<file path="config.mk">
export PLATFORM = sky130hd
export DESIGN_NAME = clk_freq_mon
export DESIGN_NICKNAME = d
export VERILOG_FILES = /design/src/rtl/clk_freq_mon.sv
export SDC_FILE = /design/constraint.sdc
export NUM_CORES = 1
export LEC_CHECK = 0
export CAP_MARGIN = 20
export CORE_ASPECT_RATIO = 1.4
export CORE_MARGIN = 3
export CORE_UTILIZATION = 40
export DETAILED_ROUTE_END_ITERATION = 8
export SYNTH_ARGS = -nofsm -noshare
export SYNTH_HDL_FRONTEND = slang
export SYNTH_SLANG_ARGS = --single-unit
</file>
<file path="constraint.sdc">
create_clock -name clk -period 2 [get_ports clk]
set_clock_uncertainty 0.1 [all_clocks]
set_input_delay 0.4 -clock clk [delete_from_list [all_inputs] [get_ports clk]]
set_output_delay 0.4 -clock clk [all_outputs]
set_load 0.02 [all_outputs]
</file>
<file path="src/rtl/clk_freq_mon.sv">
// Gated edge counter: counts rising edges of an asynchronous clock over a
// fixed window of clk cycles and flags the result against a [min,max] range.
// Optional complementary-input check enabled by macro CLK_FREQ_MON_DIFF_CHK_EN.
//
// state | meaning
// ------+---------------------------------------------------------------
// IDLE  | waiting for start
// ARM   | clear counters, capture cnt_min/cnt_max
// GATE  | count edges for exactly GATE_CYCLES cycles
// DONE  | publish result; meas_vld is registered so it appears next cycle
module clk_freq_mon #(
  parameter int GATE_CYCLES = 1000,
  parameter int CNT_W       = 16
) (
  input  logic             clk,
  input  logic             rst,
  input  logic             mon_clk_p,
`ifdef CLK_FREQ_MON_DIFF_CHK_EN
  input  logic             mon_clk_n,
  output logic             diff_err,
`endif
  input  logic             start,
  input  logic [CNT_W-1:0] cnt_min,
  input  logic [CNT_W-1:0] cnt_max,
  output logic             busy,
  output logic [CNT_W-1:0] meas_cnt,
  output logic             meas_vld,
  output logic             freq_ok,
  output logic             freq_err
);

  localparam int              WIN_W    = 16;
  localparam logic [WIN_W-1:0] WIN_LOAD = WIN_W'(GATE_CYCLES - 1);

  typedef enum logic [1:0] {S_IDLE, S_ARM, S_GATE, S_DONE} state_t;

  state_t             r_state;
  state_t             w_state_nxt;
  logic [2:0]         r_p_sync;
  logic [WIN_W-1:0]   r_win;
  logic [CNT_W-1:0]   r_edge_cnt;
  logic [CNT_W-1:0]   r_min;
  logic [CNT_W-1:0]   r_max;
  logic [CNT_W-1:0]   r_meas_cnt;
  logic               r_meas_vld;
  logic               r_freq_ok;
  logic               r_freq_err;
  logic               w_edge;
  logic               w_in_range;

  assign w_edge     = r_p_sync[1] & ~r_p_sync[2];
  // An inverted range can never be satisfied; the explicit term makes that visible.
  assign w_in_range = (r_min <= r_max) && (r_edge_cnt >= r_min) && (r_edge_cnt <= r_max);

  always_comb begin
    w_state_nxt = r_state;
    case (r_state)
      S_IDLE:  if (start) w_state_nxt = S_ARM;
      S_ARM:   w_state_nxt = S_GATE;
      S_GATE:  if (r_win == '0) w_state_nxt = S_DONE;
      S_DONE:  w_state_nxt = S_IDLE;
      default: w_state_nxt = S_IDLE;
    endcase
  end

  always_ff @(posedge clk) begin
    if (rst) begin
      r_state    <= S_IDLE;
      r_p_sync   <= '0;
      r_win      <= '0;
      r_edge_cnt <= '0;
      r_min      <= '0;
      r_max      <= '0;
      r_meas_cnt <= '0;
      r_meas_vld <= 1'b0;
      r_freq_ok  <= 1'b0;
      r_freq_err <= 1'b0;
    end else begin
      r_state    <= w_state_nxt;
      r_p_sync   <= {r_p_sync[1:0], mon_clk_p};
      r_meas_vld <= 1'b0;
      case (r_state)
        S_ARM: begin
          r_edge_cnt <= '0;
          r_win      <= WIN_LOAD;
          r_min      <= cnt_min;
          r_max      <= cnt_max;
        end
        S_GATE: begin
          if (w_edge && (r_edge_cnt != '1)) r_edge_cnt <= r_edge_cnt + 1'b1;
          if (r_win != '0) r_win <= r_win - 1'b1;
        end
        S_DONE: begin
          r_meas_cnt <= r_edge_cnt;
          r_freq_ok  <= w_in_range;
          r_freq_err <= ~w_in_range;
          r_meas_vld <= 1'b1;
        end
        default: ;
      endcase
    end
  end

`ifdef CLK_FREQ_MON_DIFF_CHK_EN
  logic [2:0] r_n_sync;
  logic       r_eq_prev;
  logic       r_diff_err;
  logic       w_eq;

  // Compare at the third stage so both paths see identical latency.
  assign w_eq = (r_p_sync[2] == r_n_sync[2]);

  always_ff @(posedge clk) begin
    if (rst) begin
      r_n_sync   <= '0;
      r_eq_prev  <= 1'b0;
      r_diff_err <= 1'b0;
    end else begin
      r_n_sync <= {r_n_sync[1:0], mon_clk_n};
      case (r_state)
        S_ARM: begin
          r_eq_prev  <= 1'b0;
          r_diff_err <= 1'b0;
        end
        S_GATE: begin
          r_eq_prev <= w_eq;
          if (w_eq && r_eq_prev) r_diff_err <= 1'b1;
        end
        default: r_eq_prev <= 1'b0;
      endcase
    end
  end

  assign diff_err = r_diff_err;
`endif

  assign busy     = (r_state != S_IDLE);
  assign meas_cnt = r_meas_cnt;
  assign meas_vld = r_meas_vld;
  assign freq_ok  = r_freq_ok;
  assign freq_err = r_freq_err;

endmodule

</file>
Word-level counts from Yosys, hierarchy flattened --
Index checks and enable logic that the tools add are counted.
Operators by class: add/subtract/negate cells 2, multiplexer cells 8, bitwise gates (word level) 3, divide/modulo/power cells 0, reduce and logical (&&, ||, !) cells 11, $lt $le $gt $ge 3, $mul 0, equal/unequal tests 8, shift-type cells 0
Operators by type and width (number):
- $pmux 16 s2 | 2
- $le 16x16->1 | 2
- $mux 16 | 2
- $add 16x1->16 const B | 1
- $ge 16x16->1 | 1
- $logic_not 16->1 | 1
- $ne 16x16->1 const B | 1
- $reduce_bool 16->1 | 1
- $sub 16x1->16 const B | 1
- $ne 2x2->1 const B | 4
- $pmux 2 s4 | 1
- $reduce_and 2->1 | 3
- $eq 2x2->1 const B | 2
- $mux 2 | 2
- $reduce_bool 2->1 | 2
- $logic_and 1x1->1 | 3
- $eq 2x1->1 const B | 1
- $logic_not 2->1 | 1
- $not 1->1 | 2
- $and 1x1->1 | 1
- $mux 1 | 1
Word-level totals: bits in writable memories 0, word-level logic and storage cells 45, latch bits 0, memories kept 0, ROM bits 0, input bits 36, register bits after elaboration 88

Longest topological paths before layout --
Gate-level depths: netlist of run 1.
word-level depth 5, gate-level depth with buffers 9, gate-level depth less buffers 8

Worst setup path before layout of run 1 --
No wires, ideal clock.
kind register -> register, start register r_edge_cnt[1], end register r_edge_cnt[9], clock period less this slack 2.200 ns, setup slack -0.200 ns, setup time 0.128 ns, data required time 1.772 ns, path buffers 1, arrival time 1.972 ns, stages on the path, launching flop included 9, cells stage by stage dfxtp_1 ha_1 nand3_1 nor3_1 a31oi_1 clkbuf_1 o21ai_0 xor2_1 nor2_1
Between the ends: word-level cells in the longest chain between the ends 4, elaborated cells between the ends (all ways) 7, those cells by class 1 x add/sub; 2 x eq/ne; 2 x mux; 2 x reduce/logical
RTL lines:
- start, declared | RTL line 41 | logic [CNT_W-1:0] r_edge_cnt;
- start signal, assigned | RTL line 90 | if (w_edge && (r_edge_cnt != '1)) r_edge_cnt <= r_edge_cnt + 1'b1;
- parallel branches: the longest is 4 deep, another holds $add 16x1->16
Parallel ways; which one is timed is not known. The select of a mux whose other input is x is not followed. A chain may end at the register's enable or synchronous reset.

Worst setup path in the final report of run 1 --
start register r_win[6], end register r_win[12]
Between the ends: word-level cells in the longest chain between the ends 3, elaborated cells between the ends (all ways) 6, those cells by class 1 x add/sub; 1 x eq/ne; 2 x mux; 2 x reduce/logical
RTL lines:
- start, declared | RTL line 40 | logic [WIN_W-1:0] r_win;
- start signal, assigned | RTL line 91 | if (r_win != '0) r_win <= r_win - 1'b1;
- $sub 16x1->16 / $reduce_bool 16->1 (equally long branches) | RTL line 91
- $mux 16 / $ne 2x2->1 (equally long branches)
- $pmux 16 s2 / $reduce_and 2->1 (equally long branches)
Several ways; a longest one is shown, not always the timed one. The select of a mux whose other input is x is not followed.

==> impl_results.md, run 1 <==
* Endpoint arrival time on the critical path at 2350 ps
* Type of the tightest min-delay check: in2reg
* P&R area growth vs syn at 39.47%
* Netlist area before placement at 0.004695 mm2
* Hold bufs inserted after CTS at 0
* Overflow after GRT at 0
* Cell chosen for the clock root: sky130_fd_sc_hd__clkbuf_16
* Sum Neg Setup Slack at -1893 ps
* Maximum number of pins on one net before global-route repair at 39
* Most common cell after layout, fill and taps aside: sky130_fd_sc_hd__nor2_1
* Clk slew on worst S/H paths at 60 ps
* Reg-to-reg slack, setup at -170 ps
* Total half-perimeter wirelength after legalization and detailed placement at 8697 um
* Routed length per instance at roughly 15 um
* Number of global-route vias before repair at 4120
* Launch point of the worst reg-to-reg path: r_win[6]
* Syn nets at 612
* Die X-Extent at 97.56 um
* Number of antenna repair diodes at 0
* Post-route DRC violation count at 0
* Number of placement rows at between 40 and 50
* Total of buffers placed on input and output ports at 55
* Leak at 0.002648 uW
* Syn avg cell area at 9.028 um2
* Worst hold path startpoint: rst
* Commonest cells after routing, fill and taps aside: sky130_fd_sc_hd__nor2_1 (80), sky130_fd_sc_hd__dfxtp_1 (69), sky130_fd_sc_hd__buf_4 (64)
* Layout cells sized above 1 at 25.08%
* Endpoint of the most critical register-to-register path: r_win[12]
* Achievable clock frequency at 0.4606 GHz
* Number of enable-type register cells in the synthesized netlist at 0
* Hold violation count in the final report at 0
* Final cell count without fillers at 782
* CTS H-tree depth at 3
* Power per Cell Area at 1122 mW/mm2
* Count of final setup violators at 17
* I/O pin total at 56
* Crit-path max cell delay at 520 ps
* Final WL at 11420 um
* Seq cells post-synth at between 80 and 90
* Worst hold slack across all endpoints at 285.7 ps
* Initial DRT Pass Iterations at 4
* DR vias/cell at between 5 and 6
* Seq/Total Area, Yosys at between 30 and 40%
* First-iteration detailed-routing DRC count at just under 80
* Worst slew slack as a fraction of its limit at 63.87%
* Cell depth of the worst flop-to-flop path at 6
* Total clock sinks at 88
* Clock buffer count from CTS at 9
* Remaining number of nets flagged by the antenna check after routing at 0
* Violated checks: setup timing
* RSZ-0062 raised after global routing: yes
* RD Place Congestion at between 0.8 and 0.9
* Hold worst-path end: freq_err
* Final critical-path required period at 2171 ps
* Placed Instances at ~760
* Type of origin of the critical path: register
* Worst setup path class: reg2reg
* Final worst-path cycle share at 108.6%
* Final Net Count at between 700 and 800
* Top cell type's share of synthesized area at 37.53%
* Wire length of the first global-routing pass at 19400 um
* Initial antenna violation count at 0
* Worst IR Drop VDD at 0.5155 mV
* Data required time of the critical path at 2180 ps
* Height of the die at around 130 um
* Final setup slack of the worst path at -171.2 ps
* Initial cell density of the core at 41.19%
* Run status: finished, violations left
* Aggregate global-route resource usage at 18.25%
* Dominant cells by area after synthesis: sky130_fd_sc_hd__dfxtp_1 (38%), sky130_fd_sc_hd__ha_1 (15%), sky130_fd_sc_hd__mux2i_1 (10%)
* Clock Tree Buf Depth at 2
* Standard cell with the maximum stage delay on the critical path: sky130_fd_sc_hd__or4_4
* Crit-path cells: or4_4 > or4_4 > o2111ai_4 > or4_1 > a31oi_1 > nor2_1
* Post-synthesis cell count at 520
* Cell depth of the worst hold path at 3
* Floorplan core area at 0.01140 mm2
* Total number of vias at 3970
* Unique masters post-synth at 53
* CTS tree: done
* Synth area leader: sky130_fd_sc_hd__dfxtp_1
* Critical-path maximum fanout at 6
* Transition at the pin with the smallest max-transition slack at 541.9 ps
* DIE AREA at roughly 0.013 mm2
* Clock latency of the later-clocked register in the worst-skew pair at 340 ps
* Number of warnings issued by yosys at 0
* CP endpoint kind: register
* Ys async rst share at 0%
* Max-cap violations at 0
* Crit-path most repeated cell: sky130_fd_sc_hd__or4_4
* Pins Over Slew Limit at 0
* Main flop type after synthesis: sky130_fd_sc_hd__dfxtp_1
## state kept, by name (all words and copies together) (netlist names), 2 cells and up
signal	flops
r_win	16
r_min	16
r_state	2
r_edge_cnt	16
meas_cnt	16
r_p_sync	3
r_max	16
## worst max-delay path by stage
stage / from / end / slack (ps) / cells after the start
2_1_floorplan: r_win[6] / r_win[15] / -140 / 6
3_3_place_gp: r_win[6] / r_state[0] / -180 / 5
3_5_place_dp: r_win[6] / r_state[0] / -230 / 5
4_1_cts: r_win[6] / r_win[7] / -170 / 6
5_1_grt: r_win[6] / r_win[10] / -280 / 6
6_report: r_win[6] / r_win[12] / -170 / 6
## cell families (layout without fill, tap and decap cells)
group,after synthesis,in the layout,share of synthesized area (%)
DFF,88,88,37.53
and+or+nand+nor,172,172,17.64
xor gates and xnor gates,19,19,3.545
muxes,50,50,10.71
buffers and inverters,61,179,4.877
AOI/OAI and AO/OA,74,74,10.77
adders and majority gates,56,56,14.93
## metrics by stage
step	total power, uW	worst slack, ps	util (%)	cell area (um2)
global placement	5141	-175.7	51.34	5851
detailed placement	5233	-228.3	51.34	5851
finish	7345	-171.2	57.46	6548
CTS	7354	-171.3	56.30	6416
floorplan	4112	-139.1	-	4717
global route	7865	-279.9	57.46	6548
## synth_stat cells, drive strengths merged, types with 4 or more instances
master,number
dfxtp,88
nor2,81
ha,56
mux2i,48
inv,42
a21oi,28
nand2,27
clkbuf,18
xor2,13
nor3,12
o21ai,11
nand3,10
nand4,7
nor2b,7
o211ai,7
xnor2,6
a211oi,5
and4,5
nor4,5
a21o,4
o2111ai,4
or4,4
## where the power goes
| group | switching [uW] | leakage, uW | total (uW) | internal, uW |
|---|---|---|---|---|
| Combinational | 1660 | 0.00176 | 3240 | 1590 |
| Sequential | 222 | 0.000726 | 2270 | 2050 |
| Clock | 677 | 0.000159 | 1830 | 1150 |
## final cells by class
class                           instances  area [um2]
Timing Repair Buffer                  122        1067
Inverter                               42       157.7
Clock buffer                           12       256.5
Tap cell                              144       180.2
Fill cell                            1007        4848
Clock inverter                          3       65.06
Multi-Input combinational cell        371        3028
Sequential cell                        88        1793
## layer usage
| layer | part of all wire (%) | GRT usage (%) | vias up |
|---|---|---|---|
| li1 | - | - | 2040 |
| met1 | 42 | 20.49 | 1857 |
| met2 | 53 | 34.17 | 53 |
| met3 | 2.5 | 3.174 | 20 |
| met4 | 2.2 | 6.774 | 0 |
| met5 | 0 | 0 | - |
## worst max-delay path, delay by kind of cell (launching register included)
| kind | cells | cell delay [ps] |
|---|---|---|
| simple gates | 4 | 1290 |
| compound gates | 2 | 400 |
| flops | 1 | 320 |
## what timing repair did
item                                    4_1_cts  5_1_grt
gates resized for setup                      43       34
pin swaps                                    20       17
endpoints found under the setup margin       20       34
setup buffers                                 6        1
Power figures use the tool's default switching activity.
==> run 2, diff against run 1 <==
- CTS_CLUSTER_SIZE: default -> 24
==> results of run 2 <==
The final DEF is identical to that of run 1; final timing and power are the same.
==> run 3, diff against run 2 <==
- PLACE_DENSITY: default -> 0.61
- SLEW_MARGIN: default -> 40
==> impl_results.md, run 3 (same netlist as run 1, synthesis figures left out) <==
* Clock share of power at 24.2%
* Number of antenna repair diodes at 0
* Crit-path cells: or4_4 > or4_4 > o21ai_4 > nor3_1 > xnor2_1 > a21oi_1
* Crit-path most repeated cell: sky130_fd_sc_hd__or4_4
* RSZ-0062 raised after global routing: yes
* Worst slew slack as a fraction of its limit at 63.18%
* Total of buffers placed on input and output ports at 55
* Number of filler instances in the final layout at 1011
* I/O pin total at 56
* Clk slew on worst S/H paths at approximately 70 ps
* Height of the die at 134.2 um
* Type of the tightest min-delay check: in2reg
* Crit path max-delay family: simple AND/OR/NAND/NOR gates
* Total half-perimeter wirelength after legalization and detailed placement at just under 9000 um
* Final Net Count at 716
* Total placed instance area at 0.005766 mm2
* Number of placement rows at 46
* Final WL at 11550 um
* Initial antenna violation count at 0
* GRT busiest layer: met2
* Total clock sinks at 88
* Max-cap violations at 0
* Seq pwr share at a little under a third
* Cell chosen for the clock root: sky130_fd_sc_hd__clkbuf_16
* Worst setup path class: reg2reg
* Standard cell with the maximum stage delay on the critical path: sky130_fd_sc_hd__or4_4
* Pins Over Slew Limit at 0
* Overflow after GRT at 0
* Commonest cells after routing, fill and taps aside: sky130_fd_sc_hd__nor2_1 (79), sky130_fd_sc_hd__dfxtp_1 (75), sky130_fd_sc_hd__clkdlybuf4s50_1 (53)
* DR vias/cell at roughly 5.1
* Net switching share of the total power at a little over a third
* Transition at the pin with the smallest max-transition slack at 552.3 ps
* Cell-internal power at 4671 uW
* Maximum number of pins on one net before global-route repair at 42
* Critical-path maximum fanout at 6
* Hold violation count in the final report at 0
* Clock latency of the later-clocked register in the worst-skew pair at 350 ps
* Routed length per instance at 14.94 um
* Endpoint arrival time on the critical path at 2310 ps
* Launch point of the worst reg-to-reg path: r_win[6]
* Post-route DRC violation count at 0
* Floorplan core area at 0.01140 mm2
* Met2 routing resource usage after global routing at roughly 33%
* Data required time of the critical path at about 2100 ps
* Proportion of power drawn by combinational gates at 44.3%
* Final Cell Area at 0.006471 mm2
* Count of final setup violators at 15
* CTS tree: done
* Crit-path max cell delay at around 530 ps
* Initial DRT Pass Iterations at 4
* Worst hold path startpoint: rst
* Clock buffer count from CTS at 9
* Worst Setup SP: r_win[6]
* Leak at around 0.0026 uW
* P&R area growth vs syn at 37.85%
* Worst IR Drop VDD at about 0.7 mV
* Initial cell density of the core at 41.19%
* Die X-Extent at 97.56 um
* Met1 capacity usage during global routing at between 20% and 30%
* RD Place Congestion at 0.8061
* Final setup slack of the worst path at -187.7 ps
* Number of global-route vias before repair at ~4.0k
* First-iteration detailed-routing DRC count at 105
* Achievable clock frequency at 0.4571 GHz
* Wire length of the first global-routing pass at 19150 um
* Violated checks: setup timing
* Clock Tree Buf Depth at 2
* Run status: finished, violations left
* Remaining number of nets flagged by the antenna check after routing at 0
* Final critical-path required period at roughly 2200 ps
* CP endpoint kind: register
* Most common cell after layout, fill and taps aside: sky130_fd_sc_hd__nor2_1
* Sw Pwr at 2657 uW
* Sum of internal, switching and leakage power at 7329 uW
* Final worst-path cycle share at 109.4%
* Aggregate global-route resource usage at 18.04%
* Layout cells sized above 1 at 23.05%
* Worst Path Buf+Inv at 0
* Type of origin of the critical path: register
* Met3 Usage GRT at ~3.5%
* CTS H-tree depth at 3
* DIE AREA at roughly 0.013 mm2
* Power per Cell Area at 1132 mW/mm2
* Total number of vias at 3966
==> run 3: timing repair <==
| item | CTS | global route |
|---|---|---|
| gates resized for setup | 37 | 29 |
| pin swaps | 20 | 19 |
| hold buffers | 0 | 0 |
| setup buffers | 3 | 5 |
| hold endpoints to repair | 0 | 0 |
| setup endpoints to repair | 32 | 33 |
==> run 3: path summary, 6_finish.rpt <==
| path | endpoint | slack, ps | cells past startpoint |
|---|---|---|---|
| setup / recovery | r_win[9] | -190 | 6 |
| hold / removal | freq_err | 270 | 3 |
| setup reg to reg | r_win[9] | -190 | 6 |
| hold reg to reg | r_p_sync[1] | 350 | 1 |
==> run 3: stage by stage <==
stage	setup slack (ps)	setup TNS, ps	std cells	utilization (%)	hold WS, ps
floorplan	-139.1	-986.7	520	-	313.8
global placement	-208.8	-1932	749	50.59	338.6
detailed placement	-255.4	-2722	749	50.59	332.0
CTS	-169.9	-1812	768	55.03	251.8
global route	-236.5	-2981	773	56.79	291.1
finish	-187.7	-1686	773	56.79	272.7
==> run 3: worst reg2reg max path, delay by kind of cell, from the launching register on <==
family	cells	cell delay [ps]
flip-flops	1	320
AO/OA/AOI/OAI	2	340
AND/OR/NAND/NOR	3	1120
XOR/XNOR	1	180
==> run 3: metal layers <==
layer	up-vias	share of wire (%)
li1	2027	-
met1	1869	42
met2	52	53
met3	18	2.2
met4	0	2.5
met5	-	0
==> run 3: cell type report <==
| type | count | area (um2) | share of cell area, % |
|---|---|---|---|
| timing repair buffer | 112 | 1008 | 15.58 |
| clock buffer | 11 | 252.7 | 3.906 |
| clock inverter | 5 | 61.31 | 0.9474 |
| tap | 144 | 180.2 | 2.784 |
| multi-input combinational | 371 | 3030 | 46.83 |
| inverter | 42 | 157.7 | 2.436 |
| sequential | 88 | 1780 | 27.51 |
==> run 3: power by group through the flow <==
stage / combinational [uW] / clock [uW] / sequential (uW)
finish: 3250 / 1770 / 2310
global route: 3620 / 1880 / 2340
CTS: 3060 / 1810 / 2290
detailed placement: 2760 / 0 / 2310
global placement: 2680 / 0 / 2300
floorplan: 1850 / 0 / 2260
==> patch 1: new RTL, settings of run 1 <==
Encoding of `state_t`: now one-hot (4 bits for 4 states).
--- a/src/rtl/clk_freq_mon.sv
+++ b/src/rtl/clk_freq_mon.sv
@@ -34,3 +34,3 @@
 
-  typedef enum logic [1:0] {S_IDLE, S_ARM, S_GATE, S_DONE} state_t;
+  typedef enum logic [3:0] {S_IDLE = 4'b0001, S_ARM = 4'b0010, S_GATE = 4'b0100, S_DONE = 4'b1000} state_t;
 
Behaviour: no difference found for any inputs over 10 cycles, from zero or initial values and one cycle with rst high; not proved beyond that.
==> patch 1 against run 1 <==
Cell area grew 9.0%. Critical path type unchanged. Global-route usage grew 2.5 points. Sequential cell count rose by 2. Synthesized area is 2.1% higher. Highest routed layer unchanged. The flow still finishes with violations (negative setup slack). Setup slack worse by 0.013 ns. Routed wire length increased by 24%. Critical endpoint is now r_win[15]. Cell count increased by 10%. First-iteration DRC count rose by 110%.
Power is not compared: it rests on default switching activity, and its combinational part moved more than twofold at a synthesized area within 25%.
==> patch 1: results (changes against run 1) <==
vias per cell=5.505 (+8.4%); register area share after synthesis=37.59% (+0.061 points); total CTS buffers=9 (unchanged); worst-margin pin slew=0.4308 ns (-0.1111 ns); Non-Filler Instances=860 (+10%); 1st-iter DRT viols=165 (+110%); setup slack after layout=-0.1845 ns (-0.01329 ns); M3 GR Usage=2.834% (-0.34 points); Placed Area=6082 sq um (+4.0%); Synth top cells by count=nand2_1, dfxtp_1, a21oi_1, ha_1, inv_1; number of cells on the worst reg-to-reg path=4 (-2); Setup TNS=-2.782 ns (-0.8888 ns); Post-synth top flop=dfxtp_1; largest net degree at the start of global routing=33 (-15%); maximum VDD drop=408.8 uV; critical path peak fanout=7 (+1); failing checks=negative setup slack; pre-CTS WS=-0.2559 ns (-0.02765 ns); global-route usage over all layers=20.77% (+2.5 points); status=finished, violations left; DR WL/cell=16.42 um (+12%); main area contributors after synthesis=dfxtp_1, ha_1, a21oi_1; Gate Count Post-Synth=582 (+12%); Finish-stage setup viols=27 (+10); met3 wire len=367 um (+31%); met1 wire length=5687 um (+17%); Yosys Warn Count=0 (unchanged); first-pass GRT wire length=22370 um (+15%); launch point of the worst path=r_win[9]; dpl hpwl=9992 um (+15%); ANT cells=0 (unchanged); post-synthesis adder-cell area fraction=13.31% (-1.6 points); 1st-pass router iterations=4 (unchanged); RR Endpoint=r_win[15]; fillers=993 (-1.4%); Root Driver=clkbuf_16; count of different cell masters after synthesis=55 (+3.8%); GR Util met2=38.90% (+4.7 points); Post-synth ARST share=0% (unchanged); register area=1887 sq um (+5.2%); GR Util met1=23.20% (+2.7 points); initial antenna violation count=0 (unchanged); Hold Crit Class=register to register; worst skew pair latency=0.35 ns; area fraction in compound gates after synthesis=18.30% (+7.5 points); Layout Nets=798 (+9.9%); CTS Buffer Depth=2 (unchanged); met2 wire len=7731 um (+28%); Leakage=2.657 nW; XOR/XNOR share of the synthesized area=0.7309% (-2.8 points); Synth Net Count=669 (+9.3%); mux share of post-synthesis cell area=0% (-11 points); Cells after DPL=830 (+8.9%); vias in the first global route=4690 (+14%); Max stage delay on crit path=0.58 ns (+0.06 ns); layout cells sized above 1=36.73% (+12 points); routability-driven placement congestion ratio=0.8514 (+2.6%)
patch 1: cell types whose count changed in the layout (fill, tap and decap cells not counted), sizes merged, moves of 6 or more:
cell,before,now
nor2,81,13
mux2i,48,0
xor2,13,3
o21ai,11,18
buf,68,92
nand4,7,14
inv,42,36
nor3,12,3
or4,4,17
a21oi,28,94
o31ai,1,10
or3,2,17
nand2,27,114
patch 1: cell type report:
class / instances / share of cell area (%)
multi-input combinational: 429 / 46.71
inverter: 36 / 1.999
sequential: 90 / 26.44
timing repair buffer: 145 / 17.69
tap: 144 / 2.525
clock inverter: 4 / 1.035
clock buffer: 12 / 3.595
patch 1: report_power, final:
group / internal (mW) / total, mW / switching [mW]
clock: 1.16 / 1.87 / 0.709
sequential: 1.82 / 1.85 / 0.0321
combinational: 0.419 / 0.786 / 0.367
total: 3.40 / 4.51 / 1.11
patch 1: worst min path at each step:
stage | start | end | slack [ns] | cells past startpoint
finish | r_p_sync[0] | r_p_sync[1] | 0.34 | 1
global route | r_p_sync[0] | r_p_sync[1] | 0.35 | 1
CTS | r_p_sync[0] | r_p_sync[1] | 0.34 | 1
detailed placement | r_p_sync[0] | r_p_sync[1] | 0.33 | 1
global placement | r_p_sync[0] | r_p_sync[1] | 0.33 | 1
floorplan | r_p_sync[0] | r_p_sync[1] | 0.31 | 1
patch 1: worst max-delay path, delay by kind of cell (launching register included):
| kind | cells | cell delay, ns |
|---|---|---|
| AO/OA/AOI/OAI | 1 | 0.14 |
| flip-flops | 1 | 0.31 |
| AND/OR/NAND/NOR | 3 | 1.57 |
patch 1: repair_timing:
item	CTS	global route
resized for setup	55	97
setup endpoints to repair	31	37
setup buffers	5	7
pin swaps	20	37
cloned	2	0
hold endpoints to repair	0	0
hold buffers	0	0
==> patch 2: new RTL, config.mk and constraints of run 1 <==
Made on the original files. The option `CLK_FREQ_MON_DIFF_CHK_EN` is turned on by a define.
--- a/src/rtl/clk_freq_mon.sv
+++ b/src/rtl/clk_freq_mon.sv
@@ -10,2 +10,4 @@
 // DONE  | publish result; meas_vld is registered so it appears next cycle
+`define CLK_FREQ_MON_DIFF_CHK_EN
+
 module clk_freq_mon #(
Ports: changed (added diff_err and mon_clk_n); port bits go from 56 to 58. No check against the original RTL was run, so the function may have changed too.
==> patch 2 against run 1 <==
The flow still finishes with violations (negative setup slack). Setup slack better by 0.055 ns. Synthesized area is 6.4% higher. Sequential cell count is 5 higher. Cell area is 5.8% higher. Total power is 14% higher. Fmax is 2.6% higher. Routed wire length is 12% higher.
==> patch 2: results (changes against run 1) <==
status=finished, violations left; failing checks=negative setup slack; Synth top cells by count=dfxtp_1, nor2_1, ha_1, mux2i_1, inv_1; area fraction in compound gates after synthesis=12.67% (+1.9 points); fillers=1086 (+7.8%); routed via count=4335 (+9.2%); vias per cell=5.229 (+3.0%); Hold Crit Class=register to register; Setup TNS=-0.3539 ns (+1.539 ns); maximum VDD drop=489.9 uV (-5.0%); 1st-pass router iterations=6 (+2); XOR/XNOR share of the synthesized area=3.156% (-0.39 points); main area contributors after synthesis=dfxtp_1, ha_1, mux2i_1; register area share after synthesis=37.27% (-0.26 points); Synth Area per Inst=9.201 sq um (+1.9%); Synth Net Count=636 (+3.9%); vias in the first global route=4570 (+11%); Cells after DPL=806 (+5.8%); Port Buffers=57 (+3.6%); Arr. time, crit path=2.28 ns (-0.07 ns); count of different cell masters after synthesis=52 (-1.9%); Slew HR=61.73% (-2.1 points); Finish-stage setup viols=10 (-7); global-route usage over all layers=18.38% (+0.13 points); Leakage=2.781 nW (+5.0%); final wirelength=12800 um (+12%); dpl hpwl=9646 um (+11%); 1st-iter DRT viols=95 (+20%); Layout Nets=770 (+6.1%); setup slack after layout=-0.1158 ns (+0.05544 ns)
patch 2: cell count changes in the layout (fill, tap and decap cells not counted), moves of 7 or more:
cell / change
buf_4: +20
dfxtp_2: +7
nor2_1: -13
or3_1: +7
xnor2_1: +8
xor2_1: -10
patch 2: report_power, final:
part,internal [mW],switching (mW)
sequential,2.16,0.246
combinational,2.05,2.03
clock,1.10,0.765
total,5.31,3.05
patch 2: area by class of cell:
class / count / area share, %
clock inverter: 7 / 1.427
sequential: 93 / 27.46
clock buffer: 9 / 3.251
multi-input combinational: 387 / 45.18
tap: 147 / 2.655
inverter: 41 / 2.222
timing repair buffer: 145 / 17.81
patch 2: final timing paths:
| check | cells after the start | end | start |
|---|---|---|---|
| setup / recovery | 7 | r_win[5] | r_win[10] |
| hold / removal | 1 | diff_err | r_eq_prev |
| setup reg to reg | 7 | r_win[5] | r_win[10] |
| hold reg to reg | 1 | diff_err | r_eq_prev |
patch 2: cells by family after synthesis:
group,after synthesis
adders and majority gates,56
DFF,93
muxes,51
and+or+nand+nor,167
AOI/OAI and AO/OA,95
xor gates and xnor gates,18
buffers and inverters,63
patch 2: timing repair:
action	4_1_cts	5_1_grt
setup buffers	3	5
gates cloned	0	2
pin swaps	16	22
gates resized for setup	40	43
endpoints found under the setup margin	19	28
patch 2: metal layers:
metal,wire length (um),vias up,track usage [%]
met5,0,-,0
met4,311,0,6.671
met3,325,25,3.579
met2,7075,67,34.49
met1,5086,2062,19.88
li1,-,2181,-
patch 2: stage by stage:
| stage | setup slack [ns] | instance area [sq um] |
|---|---|---|
| 2_1_floorplan | 0.001192 | 5004 |
| 3_3_place_gp | -0.3165 | 6242 |
| 3_5_place_dp | -0.3259 | 6242 |
| 4_1_cts | -0.08455 | 6743 |
| 5_1_grt | -0.1855 | 6927 |
| 6_report | -0.1158 | 6927 |
